## src/rtl/sr_display_decoder_if.sv

```systemverilog
// ----------------------------------------------------------------------------
// sr_display_decoder_if
// Result bus of the 7-segment display-link decoder: one decoded frame per
// valid/ready transfer, plus a one-cycle overrun pulse.
//   o_data        decoded absolute value
//   o_data_is_neg a minus sign was present
//   o_error       frame was the "Err" pattern
//   o_frame_err   malformed frame
//   o_valid       decoded frame available
//   i_ready       consumer accepts the frame
//   o_overrun     one-cycle pulse, a frame was dropped
// master = decoder side, slave = consumer side.
// ----------------------------------------------------------------------------
interface sr_display_decoder_if #(
   parameter int unsigned DATA_WIDTH = 16
);
   logic [DATA_WIDTH-1:0] o_data;
   logic                  o_data_is_neg;
   logic                  o_error;
   logic                  o_frame_err;
   logic                  o_valid;
   logic                  i_ready;
   logic                  o_overrun;

   modport master (
      output o_data,
      output o_data_is_neg,
      output o_error,
      output o_frame_err,
      output o_valid,
      input  i_ready,
      output o_overrun
   );

   modport slave (
      input  o_data,
      input  o_data_is_neg,
      input  o_error,
      input  o_frame_err,
      input  o_valid,
      output i_ready,
      input  o_overrun
   );
endinterface

```

## src/rtl/sr_display_decoder.sv

```systemverilog
// ----------------------------------------------------------------------------
// sr_display_decoder
// Oversampling receiver for the 7-segment shift-register display link.
// Captures each latched frame of NUM_7_SEG_DISPLAYS*7 segment bits, decodes
// it back into a hex value with negative / "Err" / malformed flags and offers
// the result on a valid/ready bus.
// Ports:
//   clk, rst_n           receiver clock, synchronous active-low reset
//   i_sr_data            serial segment data (asynchronous)
//   i_sr_clk             shift clock, bit taken on rising edge (asynchronous)
//   i_sr_latch           frame latch, frame ends on rising edge (asynchronous)
//   bus                  result bus (sr_display_decoder_if.master)
// Build option:
//   SR_DECODER_STRICT_EN defined   -> malformed-frame checks (bit count,
//                                     illegal patterns, stray R, misplaced
//                                     minus) drive o_frame_err.
//   SR_DECODER_STRICT_EN undefined -> o_frame_err tied 0, offending digits
//                                     decode silently to 0.
// ----------------------------------------------------------------------------
module sr_display_decoder #(
   parameter int unsigned DATA_WIDTH         = 16,
   parameter int unsigned NUM_7_SEG_DISPLAYS = 5
) (
   input  logic                 clk,
   input  logic                 rst_n,
   input  logic                 i_sr_data,
   input  logic                 i_sr_clk,
   input  logic                 i_sr_latch,
   sr_display_decoder_if.master bus
);

   localparam int unsigned W        = NUM_7_SEG_DISPLAYS * 7;
   localparam int unsigned NUM_NIB  = DATA_WIDTH / 4;
   localparam int unsigned NUM_USED = (NUM_NIB < NUM_7_SEG_DISPLAYS) ? NUM_NIB : NUM_7_SEG_DISPLAYS;
`ifdef SR_DECODER_STRICT_EN
   localparam int unsigned      CNT_W    = $clog2(W + 2);
   localparam logic [CNT_W-1:0] CNT_MAX  = CNT_W'(W + 1);
   localparam logic [CNT_W-1:0] CNT_FULL = CNT_W'(W);
`endif

   localparam logic [6:0] SEG_BLANK = 7'b0000000;
   localparam logic [6:0] SEG_MINUS = 7'b0000001;
   localparam logic [6:0] SEG_R     = 7'b0000101;
   localparam logic [6:0] SEG_E     = 7'b1001111;

   typedef enum logic [0:0] {
      ST_SHIFT  = 1'b0,
      ST_DECODE = 1'b1
   } state_t;

   // {hit, nibble}; nibble is 0 when the pattern is not a hex digit
   function automatic logic [4:0] hex_lookup(input logic [6:0] seg);
      case (seg)
         7'b1111110: hex_lookup = 5'h10;
         7'b0110000: hex_lookup = 5'h11;
         7'b1101101: hex_lookup = 5'h12;
         7'b1111001: hex_lookup = 5'h13;
         7'b0110011: hex_lookup = 5'h14;
         7'b1011011: hex_lookup = 5'h15;
         7'b1011111: hex_lookup = 5'h16;
         7'b1110000: hex_lookup = 5'h17;
         7'b1111111: hex_lookup = 5'h18;
         7'b1111011: hex_lookup = 5'h19;
         7'b1110111: hex_lookup = 5'h1A;
         7'b0011111: hex_lookup = 5'h1B;
         7'b1001110: hex_lookup = 5'h1C;
         7'b0111101: hex_lookup = 5'h1D;
         7'b1001111: hex_lookup = 5'h1E;
         7'b1000111: hex_lookup = 5'h1F;
         default:    hex_lookup = 5'h00;
      endcase
   endfunction

   state_t                r_state;
   logic                  r_data_s1, r_data_s2;
   logic                  r_clk_s1, r_clk_s2, r_clk_d;
   logic                  r_latch_s1, r_latch_s2, r_latch_d;
   logic [W-1:0]          r_shreg;
   logic [W-1:0]          r_frame;
`ifdef SR_DECODER_STRICT_EN
   logic [CNT_W-1:0]      r_bit_cnt;
   logic [CNT_W-1:0]      r_frame_cnt;
   logic [CNT_W-1:0]      w_cnt_nxt;
   logic                  w_bad;
`endif
   logic [DATA_WIDTH-1:0] r_data;
   logic                  r_neg;
   logic                  r_error;
   logic                  r_frame_err;
   logic                  r_valid;
   logic                  r_overrun;

   logic                  w_shift_ev;
   logic                  w_latch_ev;
   logic [W-1:0]          w_shreg_nxt;
   logic                  w_out_free;
   int unsigned           w_top;
   logic                  w_is_err_frame;
   logic                  w_neg;
   logic [DATA_WIDTH-1:0] w_data;
   logic                  w_frame_err;

   assign w_shift_ev  = r_clk_s2 & ~r_clk_d;
   assign w_latch_ev  = r_latch_s2 & ~r_latch_d;
   assign w_shreg_nxt = w_shift_ev ? {r_shreg[W-2:0], r_data_s2} : r_shreg;
   assign w_out_free  = ~r_valid | bus.i_ready;

`ifdef SR_DECODER_STRICT_EN
   // Saturating bit count including this cycle's shift
   assign w_cnt_nxt = (w_shift_ev && (r_bit_cnt != CNT_MAX)) ? r_bit_cnt + CNT_W'(1) : r_bit_cnt;
`endif

   // Index of the highest non-blank display (0 when all blank)
   always_comb begin
      w_top = 0;
      for (int unsigned k = 0; k < NUM_7_SEG_DISPLAYS; k++) begin
         if (r_frame[k*7 +: 7] != SEG_BLANK) w_top = k;
      end
   end

   // "Err" occupies displays 2..0 with everything above blank
   always_comb begin
      w_is_err_frame = (r_frame[14 +: 7] == SEG_E) && (r_frame[7 +: 7] == SEG_R) &&
                       (r_frame[0 +: 7] == SEG_R);
      for (int unsigned k = 3; k < NUM_7_SEG_DISPLAYS; k++) begin
         if (r_frame[k*7 +: 7] != SEG_BLANK) w_is_err_frame = 1'b0;
      end
   end

   // Per-display classification and nibble assembly
   always_comb begin : p_classify
      logic [4:0] v_hex;
      logic [6:0] v_seg;
      v_hex  = 5'h00;
      v_seg  = SEG_BLANK;
      w_neg  = 1'b0;
      w_data = '0;
`ifdef SR_DECODER_STRICT_EN
      w_bad  = 1'b0;
`endif
      for (int unsigned k = 0; k < NUM_7_SEG_DISPLAYS; k++) begin
         v_seg = r_frame[k*7 +: 7];
         v_hex = hex_lookup(v_seg);
         if (v_hex[4]) begin
            // plain digit, nothing to flag
         end else if (v_seg == SEG_MINUS) begin
            if (k == w_top) w_neg = 1'b1;
`ifdef SR_DECODER_STRICT_EN
            else w_bad = 1'b1;
         end else if (v_seg == SEG_R) begin
            if (!w_is_err_frame) w_bad = 1'b1;
         end else if (v_seg != SEG_BLANK) begin
            w_bad = 1'b1;
`endif
         end
      end
      // Non-hex patterns already map to nibble 0
      for (int unsigned k = 0; k < NUM_USED; k++) begin
         v_hex = hex_lookup(r_frame[k*7 +: 7]);
         w_data[k*4 +: 4] = v_hex[3:0];
      end
   end

`ifdef SR_DECODER_STRICT_EN
   assign w_frame_err = w_bad | (r_frame_cnt != CNT_FULL);
`else
   assign w_frame_err = 1'b0;
`endif

   // Synchronizers, shift register, frame FSM and registered result
   always_ff @(posedge clk) begin
      if (!rst_n) begin
         r_state     <= ST_SHIFT;
         r_data_s1   <= 1'b0;
         r_data_s2   <= 1'b0;
         r_clk_s1    <= 1'b0;
         r_clk_s2    <= 1'b0;
         r_clk_d     <= 1'b0;
         r_latch_s1  <= 1'b0;
         r_latch_s2  <= 1'b0;
         r_latch_d   <= 1'b0;
         r_shreg     <= '0;
         r_frame     <= '0;
`ifdef SR_DECODER_STRICT_EN
         r_bit_cnt   <= '0;
         r_frame_cnt <= '0;
`endif
         r_data      <= '0;
         r_neg       <= 1'b0;
         r_error     <= 1'b0;
         r_frame_err <= 1'b0;
         r_valid     <= 1'b0;
         r_overrun   <= 1'b0;
      end else begin
         r_data_s1  <= i_sr_data;
         r_data_s2  <= r_data_s1;
         r_clk_s1   <= i_sr_clk;
         r_clk_s2   <= r_clk_s1;
         r_clk_d    <= r_clk_s2;
         r_latch_s1 <= i_sr_latch;
         r_latch_s2 <= r_latch_s1;
         r_latch_d  <= r_latch_s2;

         r_shreg   <= w_shreg_nxt;
         r_overrun <= 1'b0;
`ifdef SR_DECODER_STRICT_EN
         r_bit_cnt <= w_cnt_nxt;
`endif
         if (r_valid && bus.i_ready) r_valid <= 1'b0;

         case (r_state)
            ST_SHIFT: begin
               if (w_latch_ev) begin
                  // Snapshot includes a bit shifted in during this same cycle
                  r_frame     <= w_shreg_nxt;
`ifdef SR_DECODER_STRICT_EN
                  r_frame_cnt <= w_cnt_nxt;
                  r_bit_cnt   <= '0;
`endif
                  r_state     <= ST_DECODE;
               end
            end
            ST_DECODE: begin
               // Latch events here are ignored; the next frame's count exposes them
               if (w_out_free) begin
                  r_valid     <= 1'b1;
                  r_data      <= w_is_err_frame ? '0 : w_data;
                  r_neg       <= ~w_is_err_frame & w_neg;
                  r_error     <= w_is_err_frame;
                  r_frame_err <= w_frame_err;
               end else begin
                  r_overrun   <= 1'b1;
               end
               r_state <= ST_SHIFT;
            end
            default: r_state <= ST_SHIFT;
         endcase
      end
   end

   assign bus.o_data        = r_data;
   assign bus.o_data_is_neg = r_neg;
   assign bus.o_error       = r_error;
   assign bus.o_frame_err   = r_frame_err;
   assign bus.o_valid       = r_valid;
   assign bus.o_overrun     = r_overrun;

endmodule
```

## src/flat_wrapper.sv

```systemverilog
// flat-port wrapper written by rule: the top's interface ports become plain ports
module sr_display_decoder_flat 
#(
   parameter int unsigned DATA_WIDTH         = 16,
   parameter int unsigned NUM_7_SEG_DISPLAYS = 5
)
  (clk, rst_n, i_sr_data, i_sr_clk, i_sr_latch, bus_o_data, bus_o_data_is_neg, bus_o_error, bus_o_frame_err, bus_o_valid, bus_i_ready, bus_o_overrun);
  sr_display_decoder_if #(.DATA_WIDTH(DATA_WIDTH)) bus_i ();
  input  logic clk;
  input  logic rst_n;
  input  logic i_sr_data;
  input  logic i_sr_clk;
  input  logic i_sr_latch;
  output wire logic [$bits(bus_i.o_data)-1:0] bus_o_data;
  output wire logic [$bits(bus_i.o_data_is_neg)-1:0] bus_o_data_is_neg;
  output wire logic [$bits(bus_i.o_error)-1:0] bus_o_error;
  output wire logic [$bits(bus_i.o_frame_err)-1:0] bus_o_frame_err;
  output wire logic [$bits(bus_i.o_valid)-1:0] bus_o_valid;
  input wire logic [$bits(bus_i.i_ready)-1:0] bus_i_ready;
  output wire logic [$bits(bus_i.o_overrun)-1:0] bus_o_overrun;
  assign bus_o_data = bus_i.o_data;
  assign bus_o_data_is_neg = bus_i.o_data_is_neg;
  assign bus_o_error = bus_i.o_error;
  assign bus_o_frame_err = bus_i.o_frame_err;
  assign bus_o_valid = bus_i.o_valid;
  assign bus_i.i_ready = bus_i_ready;
  assign bus_o_overrun = bus_i.o_overrun;
  sr_display_decoder #(.DATA_WIDTH(DATA_WIDTH), .NUM_7_SEG_DISPLAYS(NUM_7_SEG_DISPLAYS)) u_core (.clk(clk), .rst_n(rst_n), .i_sr_data(i_sr_data), .i_sr_clk(i_sr_clk), .i_sr_latch(i_sr_latch), .bus(bus_i));
endmodule
```

## config.mk

```make
export PLATFORM = sky130hd
export DESIGN_NAME = sr_display_decoder_flat
export DESIGN_NICKNAME = d
export VERILOG_FILES = /design/src/rtl/sr_display_decoder_if.sv /design/src/rtl/sr_display_decoder.sv /design/src/flat_wrapper.sv
export SDC_FILE = /design/constraint.sdc
export NUM_CORES = 1
export LEC_CHECK = 0
export ABC_AREA = 0
export CAP_MARGIN = 25
export CORE_ASPECT_RATIO = 2
export CORE_UTILIZATION = 55
export DETAILED_ROUTE_END_ITERATION = 16
export PLACE_DENSITY = 0.73
export SLEW_MARGIN = 20
export SYNTH_ARGS = -nofsm -noshare
export SYNTH_HDL_FRONTEND = slang
export SYNTH_SLANG_ARGS = --single-unit
export TNS_END_PERCENT = 50
```

## constraint.sdc

```tcl
create_clock -name clk -period 5.15 [get_ports clk]
set_clock_uncertainty 0.1 [all_clocks]
set_input_delay 1.03 -clock clk [delete_from_list [all_inputs] [get_ports clk]]
set_output_delay 1.03 -clock clk [all_outputs]
set_load 0.01 [all_outputs]
```

==> out/metrics.cfg <==
[run_status]
status=complete, no violations

[hold_path]
hold-path-cell-count=1
hold_start=u_core.r_data_s1$_SDFF_PN0_
hold_end=u_core.r_data_s2$_SDFF_PN0_
hold_class=reg2reg

[synthesis]
yosysMostFrequentCell=dfxtp_1
synthCells=539
netlist.top_cell.by_area=dfxtp_1
ys_seq_elements=99
synth_flop_cell=dfxtp_1
ys_top_cells_by_area=dfxtp_1 (43%), mux2i_1 (8.0%), nor2_1 (7.8%)
synth_edf_count=0
synth_top_area_share=0.426
synth_cell_types=63
avgSynthCellArea_um2=8.64
yosys-top-cells-count=dfxtp_1 (99), nor2_1 (97), clkbuf_1 (43)
yosysSeqAreaShare=0.426
ys_warn_count=0
synth-async-reset-ratio=0
synth_area_um2=4650
syn_nets=545

[worst_setup_path]
crit_chain=clkdlybuf4s50_1, inv_2, buf_4, a211oi_1
crit_type=in2reg
critical_path.slowest_cell=inv_2
r2r-start=u_core.r_frame[23]$_SDFFE_PN0P_
r2r-end=u_core.bus.o_data[3]$_SDFFE_PN0P_
start_kind=input port
ff2ff_path_depth=6
cp_slowest_stage_delay_ns=0.80
crit_fanout=60
crit_arrival_ns=2.95
r2r_slack_ns=2.67
worstPathRequired_ns=5.24
cp-end-kind=flop

[power]
seqPwrFrac=0.527
vdd_ir_drop_max_uv=257
p_int_mw=1.17
clkPwrFrac=0.401
total_power_mw=1.56
switching_share=0.246
p_leak_nw=1.69
power_density_nw_per_um2=304
combPwrFrac=0.072
p_sw_mw=0.382

[finish]
final_area_um2=5110
layout.nets=531
drive_above_1_share=0.0830
multi_input_area_um2=2420
fill_cells=746
diodes=0
area_growth_pct=9.78
seqCellArea_um2=1980

[drt]
wl_um=9320
vias=3763
vias_per_cell=5.99
final_antenna_net_count=0
wl_per_cell_um=14.8
drt_iter0_markers=158
dr.pass1.iters=4
drc=0

[place]
place_congestion=0.808
dp_hpwl_um=6340
io_buffers=25
place_area_um2=4830

[flow_run]
maxCapViolations=0

[global_routing]
grt_pass1_wl_um=15600
grt_usage=0.224
grt_max_degree=72
grt_pass1_vias=3469
antenna_found_initial=0
globalRouteOverflowTotal=0

[clocking]
cts_sinks=99
cts_tree=yes
root_buffer=clkbuf_16
postCtsHoldBufs=0
clk_latency_ns=0.34
path_clk_slew_ns=0.06
cts_buffers=9
cts-resized-gates=0
clockBufferDepth=2
htree_levels=3
post_cts_buffers=0

[floorplan]
initial_core_util=0.565
die_y_um=132
core_um2=8230
rows=47
design.die.area_um2=8860
top_level_ports=27
fp.dieW_um=67.1

[sta]
relSlewSlack=0.345
post-route-period-util=0.555
setup_tns_ns=0
worstMarginPinSlew_ns=0.982
drv_slew=0
rsz0062_at_grt=false
fin_crit_ns=2.86
holdWs_ns=0.340
max_freq_mhz=350
hold_viol=0
setup_viol=0

sequential cells by signal (all words and copies together) (netlist names):
register and count:
u_core.r_clk_d 1, u_core.bus.o_error 1, u_core.bus.o_data_is_neg 1, u_core.r_latch_s1 1
u_core.r_clk_s1 1, u_core.bus.o_valid 1, u_core.r_latch_s2 1, u_core.r_latch_d 1
u_core.r_shreg 35, u_core.bus.o_overrun 1, u_core.r_data_s2 1, u_core.r_frame 35
u_core.r_state 1, u_core.r_data_s1 1, u_core.r_clk_s2 1, u_core.bus.o_data 16
kinds of logic after synthesis:
logic type,count (synthesis),synth area share
buffers and inverters,60,0.0562
xor gates and xnor gates,4,0.00753
muxes,38,0.0820
other,1,0.000806
DFF,99,0.426
and+or+nand+nor,209,0.223
AOI/OAI and AO/OA,128,0.205
worst max path at each step:
stage / start / depth (start not counted) / endpoint
global placement: rst_n / 4 / u_core.r_frame[15]$_SDFFE_PN0P_
global route: rst_n / 4 / u_core.r_frame[15]$_SDFFE_PN0P_
floorplan: u_core.r_frame[23]$_SDFFE_PN0P_ / 8 / u_core.bus.o_data[1]$_SDFFE_PN0P_
finish: rst_n / 4 / u_core.r_frame[20]$_SDFFE_PN0P_
CTS: rst_n / 4 / u_core.r_frame[14]$_SDFFE_PN0P_
detailed placement: rst_n / 4 / u_core.r_frame[14]$_SDFFE_PN0P_
critical path, delay by kind of cell:
family | cells | cell delay, ns
compound gates | 1 | 0.08
buf+inv | 3 | 1.81
metal layers:
layer / share of wire / wire [um] / vias up / track usage
li1: - / - / 1917 / -
met3: 0.027 / 254 / 21 / 0.0433
met4: 0.024 / 223 / 0 / 0.0922
met5: 0 / 0 / - / 0
met1: 0.41 / 3870 / 1765 / 0.255
met2: 0.53 / 4980 / 60 / 0.392
power groups by stage:
stage / Clock, mW / Combinational (mW) / Sequential, mW
after CTS: 0.638 / 0.114 / 0.819
final: 0.623 / 0.113 / 0.820
after floorplan: 0 / 0.118 / 0.808
after global placement: 0 / 0.111 / 0.835
after global routing: 0.666 / 0.127 / 0.823
after detailed placement: 0 / 0.114 / 0.836
cell type report:
cell class	count	share of cell area
clock inverters	6	0.00784
clock buffers	10	0.0468
multi-input cells	380	0.474
inverters	6	0.00441
well taps	98	0.0240
flip-flops and latches	99	0.388
repair buffers	29	0.0548
placed cells by master, fill, tap and decap left out, types with 8 or more instances in the layout:
cell type,Yosys,layout
dfxtp_1,99,99
a22oi_2,9,9
mux2i_1,37,37
nand2_1,27,27
clkdlybuf4s50_1,0,25
o21ai_0,15,15
o22ai_1,8,8
a211oi_1,36,36
nor3_1,10,10
nor2_1,97,97
nand3_1,8,8
nand2b_1,9,9
clkbuf_16,0,9
a21oi_1,21,21
and2_1,11,11
nor2b_1,11,10
through the flow:
| step | std cells | utilization | setup slack [ns] |
|---|---|---|---|
| floorplan | 539 | - | 2.92 |
| global placement | 612 | 0.587 | 1.99 |
| detailed placement | 612 | 0.587 | 1.92 |
| CTS | 628 | 0.621 | 2.28 |
| global route | 628 | 0.621 | 2.10 |
| finish | 628 | 0.621 | 2.29 |
No activity file was read; power rests on OpenSTA's default activity.
